File: src/rtl/and5_sweep_ctrl.sv
// and5_sweep_ctrl: self-checking sweep controller for a 5-input AND gate.
//
// On an accepted start it walks gate_in through all 32 vectors. Each vector is
// held for SETTLE_CYC cycles, then checked for one cycle against &vec. The
// block counts mismatches and records the first failing vector.
//
// Parameters:
//   SETTLE_CYC  cycles each vector is held before sampling (1..15)
//
// Ports:
//   clk        rising-edge clock
//   rst        asynchronous, active-high reset
//   start      sweep request, honoured only in idle or done
//   gate_in    vector driven to the gate (bit0 = in1 .. bit4 = in5)
//   gate_out   gate output, synchronous to clk
//   busy       sweep in progress
//   done       sweep finished, held until next accepted start or reset
//   pass       done and no mismatches
//   err_count  number of mismatching vectors (0..32)
//   fail_vec   first mismatching vector, 0 if none
//
// Build option:
//   AND5_SWEEP_STOP_ON_FAIL_EN  end the sweep at the first mismatch; gate_in
//                               then holds the failing vector.

module and5_sweep_ctrl #(
    parameter int unsigned SETTLE_CYC = 2
) (
    input  logic       clk,
    input  logic       rst,
    input  logic       start,
    output logic [4:0] gate_in,
    input  logic       gate_out,
    output logic       busy,
    output logic       done,
    output logic       pass,
    output logic [5:0] err_count,
    output logic [4:0] fail_vec
);

    typedef enum logic [1:0] {
        StIdle,
        StSettle,
        StCheck,
        StDone
    } state_e;

    localparam logic [3:0] CntLast = 4'(SETTLE_CYC - 1);

    state_e     state_q, state_d;
    logic [4:0] vec_q, vec_d;
    logic [3:0] cnt_q, cnt_d;
    logic [5:0] err_q, err_d;
    logic [4:0] fail_vec_q, fail_vec_d;
    logic       fail_seen_q, fail_seen_d;
    logic       mismatch;

    always_ff @(posedge clk or posedge rst) begin
        if (rst) begin
            state_q     <= StIdle;
            vec_q       <= 5'd0;
            cnt_q       <= 4'd0;
            err_q       <= 6'd0;
            fail_vec_q  <= 5'd0;
            fail_seen_q <= 1'b0;
        end else begin
            state_q     <= state_d;
            vec_q       <= vec_d;
            cnt_q       <= cnt_d;
            err_q       <= err_d;
            fail_vec_q  <= fail_vec_d;
            fail_seen_q <= fail_seen_d;
        end
    end

    assign mismatch = (gate_out != (&vec_q));

    always_comb begin
        state_d     = state_q;
        vec_d       = vec_q;
        cnt_d       = cnt_q;
        err_d       = err_q;
        fail_vec_d  = fail_vec_q;
        fail_seen_d = fail_seen_q;

        unique case (state_q)
            StIdle, StDone: begin
                // A restart from done clears all results on the same edge.
                if (start) begin
                    vec_d       = 5'd0;
                    cnt_d       = 4'd0;
                    err_d       = 6'd0;
                    fail_vec_d  = 5'd0;
                    fail_seen_d = 1'b0;
                    state_d     = StSettle;
                end
            end
            StSettle: begin
                cnt_d = cnt_q + 4'd1;
                if (cnt_q == CntLast) begin
                    state_d = StCheck;
                end
            end
            StCheck: begin
                if (mismatch) begin
                    err_d = err_q + 6'd1;
                    if (!fail_seen_q) begin
                        fail_vec_d  = vec_q;
                        fail_seen_d = 1'b1;
                    end
                end
`ifdef AND5_SWEEP_STOP_ON_FAIL_EN
                if (mismatch || (vec_q == 5'd31)) begin
                    state_d = StDone;
                end else begin
                    vec_d   = vec_q + 5'd1;
                    cnt_d   = 4'd0;
                    state_d = StSettle;
                end
`else
                if (vec_q == 5'd31) begin
                    state_d = StDone;
                end else begin
                    vec_d   = vec_q + 5'd1;
                    cnt_d   = 4'd0;
                    state_d = StSettle;
                end
`endif
            end
            default: state_d = StIdle;
        endcase
    end

    assign gate_in   = vec_q;
    assign busy      = (state_q == StSettle) || (state_q == StCheck);
    assign done      = (state_q == StDone);
    assign pass      = done && (err_q == 6'd0);
    assign err_count = err_q;
    assign fail_vec  = fail_vec_q;

endmodule

File: config.mk
export PLATFORM = sky130hd
export DESIGN_NAME = and5_sweep_ctrl
export DESIGN_NICKNAME = d
export VERILOG_FILES = /design/src/rtl/and5_sweep_ctrl.sv
export SDC_FILE = /design/constraint.sdc
export NUM_CORES = 1
export LEC_CHECK = 0
export ABC_AREA = 1
export BUFFER_PORTS_ARGS = -buffer_cell sky130_fd_sc_hd__buf_2
export CORE_MARGIN = 1.5
export CORE_UTILIZATION = 39
export CTS_CLUSTER_SIZE = 28
export DETAILED_ROUTE_END_ITERATION = 8
export PLACE_DENSITY = 0.58
export SLEW_MARGIN = 0
export SYNTH_ARGS = -nofsm -noshare
export SYNTH_HDL_FRONTEND = slang
export SYNTH_SLANG_ARGS = --single-unit
File: constraint.sdc
create_clock -name clk -period 2.1 [get_ports clk]
set_clock_uncertainty 0.2 [all_clocks]
set_input_delay 0.105 -clock clk [delete_from_list [all_inputs] [get_ports clk]]
set_output_delay 0.105 -clock clk [all_outputs]
set_load 0.03 [all_outputs]
Word level (Yosys, flattened, before mapping)

Cells that the tools add are included.
Widths: inputs -> output; s select.

Flip-flop bits (word level): 23
Bits of input ports: 4
Output and inout bits: 19

Add/sub/neg operators: 3
Eq/ne operators: 11
Mux-type cells: 19
Reductions and logical operators: 12

Operators by type and width:

| kind                | number |
|---|---|
| $mux 5              | 4 |
| $pmux 5 s2          | 2 |
| $mux 6              | 2 |
| $pmux 4 s3          | 1 |
| $pmux 6 s2          | 1 |
| $ne 2x2->1 const B  | 5 |
| $mux 4              | 2 |
| $add 6x1->6 const B | 1 |
| $logic_not 6->1     | 1 |
| $mux 2              | 3 |
| $pmux 2 s3          | 1 |
| $reduce_and 3->1    | 2 |
| $add 5x1->5 const B | 1 |
| $eq 5x5->1 const B  | 1 |
| $reduce_and 5->1    | 1 |
| $add 4x1->4 const B | 1 |
| $eq 2x2->1 const B  | 2 |
| $eq 4x1->1 const B  | 1 |
| $reduce_and 2->1    | 2 |
| $reduce_and 4->1    | 1 |
| $eq 2x1->1 const B  | 1 |
| $logic_not 2->1     | 1 |
| $mux 1              | 2 |
| $pmux 1 s2          | 1 |
| 5 further kinds     | 5 |

Depth between registers and ports, before layout

Word-level depth: 4
Gate-level depth with buffers: 11
Depth with buffers taken out: 11

Least setup slack after synthesis

No wires, ideal clock.

Path kind: flip-flop to flip-flop
From: register vec_q[1], in the netlist gate_in[1]
To: register err_q[3], in the netlist err_count[3]
Setup time: 117 ps
Data arrival time: 1609 ps
Data required time: 1783 ps
Path slack: 174 ps
Stages on the path, launching flop included: 12
Period minus slack after synthesis: 1926 ps
Cell sequence: dfrtp_1 ha_1 nand2_1 nor2_1 ha_1 inv_1 nand2_1 nand2_1 nand3_2 inv_1 nand2_1 nand2_1

Word-level cells in the longest chain between the ends: 4

RTL lines:

| item                              | line | RTL |
|---|---|---|
| start, declared                   | 51   | `logic [4:0] vec_q, vec_d;` |
| start signal, assigned            | 68   | `vec_q <= vec_d;` |
| $reduce_and 5->1                  | 76   | `assign mismatch = (gate_out != (&vec_q));` |
| $ne 1x1->1                        | 76   |  |
| $ne 2x2->1 (no source line)       | -    |  |
| $reduce_and 3->1 (no source line) | -    |  |
| end signal, assigned              | 70   | `err_q <= err_d;` |
| end, declared                     | 53   | `logic [5:0] err_q, err_d;` |

No other way between the ends.
A chain may end at the register's enable or synchronous reset.

Worst setup path after layout

From: register vec_q[0], in the netlist gate_in[0]
To: register err_q[5], in the netlist err_count[5]

The elaborated chain is that of the path after synthesis.

==> results.md <==
- Die width: 61.1 µm
- Element type at the critical path start: flop
- Core area: around 3100 µm²
- Sequential area share after synthesis: 43.7%
- WL final: 2490 µm
- Slew margin rel.: between 80% and 90%
- Post-route cell area: 1540 µm²
- Kind of critical path: reg2reg
- GR Util All Layers: between 15 and 20%
- CP Max Fanout: 6
- Leakage: 0.857 nW
- Layout Cells excl Fill: roughly 240
- DIE AREA: 3730 µm²
- Hold WC Path Type: in2reg
- Clock power share: 14.5%
- Clock sink total: 23
- Critical path's largest stage delay: between 400 and 500 ps
- Area of the multi-input gates: ~640 µm²
- Crit. Startpoint: gate_in[0]
- Post-route ant nets: 0
- Vias per inst: approximately 4.7
- Final hold viol count: 0
- Die H: between 60 and 70 µm
- Internal power: ~0.8 mW
- Avg Inst Size Synth: ~7.8 µm²
- DP HPWL: ~1900 µm
- First-pass GRT wire length: 4170 µm
- DRT iter0 DRCs: 61
- Worst path slowest cell: dfrtp_1
- Largest net degree at the start of global routing: 24
- Routed len/inst: between 10 and 15 µm
- Final core utilization: roughly 49%
- Row count: 20
- IO Port Bufs: 22
- Post-synth EDFFs: 0
- IO Pins: 23
- RSZ-0062 raised after global routing: false
- Net Sw Power: around 0.67 mW
- Post-synth top flop: dfrtp_1
- Hold_ws: around 56 ps
- Max Clk Rate: approximately 530 MHz
- Worst Tran Pin Value: approximately 290 ps
- Worst R2R End: err_count[5]
- Worst R2R Start: gate_in[0]
- Clock tree buffer depth: 2
- FFs w/ async S/R, synth: 100%
- Post-place setup slack: approximately 190 ps
- Vias in the first global route: between 900 and 1000
- Max_cap viols: 0
- Synth Instances: around 170
- First-pass DRT Iterations: 4
- Root buffer cell: clkbuf_4
- Worst vdd ir: around 0.42 mV
- Synth Net Count: 183
- Comb power frac: a little under half
- Pwr Density: around 950 nW/µm²
- CTS tree: yes
- Synth top area share: 43.7%
- Synth warn: 0
- Fillers: 320
- Status: complete, no violations
- Layout cells sized above 1: around 17%
- R2R depth: 11
- Synth area leader: dfrtp_1
- Clk_lat worst skew: 320 ps
- Unique masters post-synth: 20
- Reg2Reg Setup Slack: 210 ps
- Htree depth: 1
- WP data arrival: 1950 ps
- Final Max Slew Viols: 0
- Fin nets: between 200 and 250
- TritonCTS buffer count: 3
- Synth top cells by count: nand2_1 (52), inv_1 (25), dfrtp_1 (23)
- Crit end category: flop
- Mapped Area: 1320 µm²
- Area contributors post-synth: dfrtp_1 (44%), nand2_1 (15%), ha_1 (9.5%)
- Most frequent cell after synthesis: nand2_1
- Critical path, cell by cell: ha_1 -> nand2_1 -> nor2_1 -> ha_1 -> inv_1 -> nand2_1 -> nand2_2 -> nand3_2 -> inv_1 -> nand2_1 -> nand2_1
- Sw Ratio: a little under half
- Ant diodes: 0
- Area Overhead vs Synth: 16.7%
- Starting Density: between 40% and 50%
- Total power: 1.45 mW
- Postcts setup bufs: 0
- Clock slew at reported path FFs: 130 ps
- Overflow after GRT: 0
- Period utilisation layout: 90.0%
- Worst setup margin: around 210 ps
- Critical Path End: err_count[5]
- RePlAce Congestion: 0.744
- Setup Viol. Count Final: 0
- Critical path depth: 11
- Critical Path RT: approximately 2200 ps
- Area occupied by registers: ~580 µm²
- TNS Setup: 0 ps
- Tmin final: 1890 ps
- Worst path most repeated cell: nand2_1
- Worst path bufs/invs: 2
- Yosys reg bits: 23
- Sequential Power Share: between 30% and 40%
- Worst path top cell family by delay: simple AND/OR/NAND/NOR gates
- Cell total after placement: about 240
- Via count: about 1100
- # DRC: 0
- Initial antenna violation count: 0
- Placed cell area: 1480 µm²
## power groups by stage
stage | registers [mW] | logic [mW] | clock network [mW]
floorplan | 0.603 | 0.482 | 0
global placement | 0.573 | 0.662 | 0
detailed placement | 0.578 | 0.672 | 0
CTS | 0.570 | 0.678 | 0.220
global route | 0.580 | 0.770 | 0.241
finish | 0.571 | 0.673 | 0.210
## repair_timing
item	CTS	global route
setup endpoints to repair	0	3
gates resized for setup	0	2
endpoints found under the hold margin	24	0
hold buffers	2	0
## routing by layer
layer	wire, µm	vias to the layer above	global-route usage, %
li1	-	595	-
met1	1260	507	20.4
met2	1100	17	23.9
met3	106	4	4.41
met4	27	0	4.66
met5	0	-	0
## final cells by class
type	count	area share (%)
clock buffer	3	1.47
clock inverter	1	0.326
inverter	25	6.11
multi-input combinational	119	41.6
sequential	23	37.5
tap	44	3.58
timing repair buffer	26	9.45
## worst register-to-register path, delay by kind of cell, from the launching register on
family,cells,cell delay (ps)
AND/OR/NAND/NOR,7,570
adder cells (fa/ha/maj),2,440
flip-flops,1,430
buffers and inverters,2,190
## worst min-delay path by stage
stage               depth (start not counted)     start      endpoint  slack, ps
finish                                      5  gate_out   fail_vec[3]         60
floorplan                                   1       rst      cnt_q[0]        -90
global placement                            3       rst  err_count[5]        -50
detailed placement                          3       rst  err_count[5]        -40
global route                                5  gate_out   fail_vec[3]         80
CTS                                         5  gate_out   fail_vec[3]        100
## flip-flops by register name, summed over array words and instances (netlist names)
name	count
state_q	2
gate_in	5
err_count	6
fail_vec	5
fail_seen_q	1
cnt_q	4
## layout by cell type (no fill, tap or decap), drive strengths merged
| master | instances |
|---|---|
| clkinv | 1 |
| dlygate4sd3 | 2 |
| buf | 24 |
| o21bai | 1 |
| ha | 10 |
| dfrtp | 23 |
| inv | 25 |
| nand4 | 8 |
| o21ai | 12 |
| nand2 | 54 |
| clkbuf | 3 |
| xnor2 | 2 |
| xor2 | 1 |
| a21oi | 3 |
| nor2 | 14 |
| nand3b | 1 |
| nor3 | 1 |
| nand3 | 11 |
| o22ai | 1 |
## cells by family (layout without fill, tap and decap cells)
logic type               Yosys count  in the layout  synth area share [%]
adder cells (fa/ha/maj)           10             10                  9.51
buffers and inverters             27             55                  8.08
AO/OA/AOI/OAI                     17             17                  7.61
AND/OR/NAND/NOR                   89             89                  29.1
flip-flops                        23             23                  43.7
XOR/XNOR                           3              3                  2.00
Note: power is estimated with default switching activity, not from simulation.
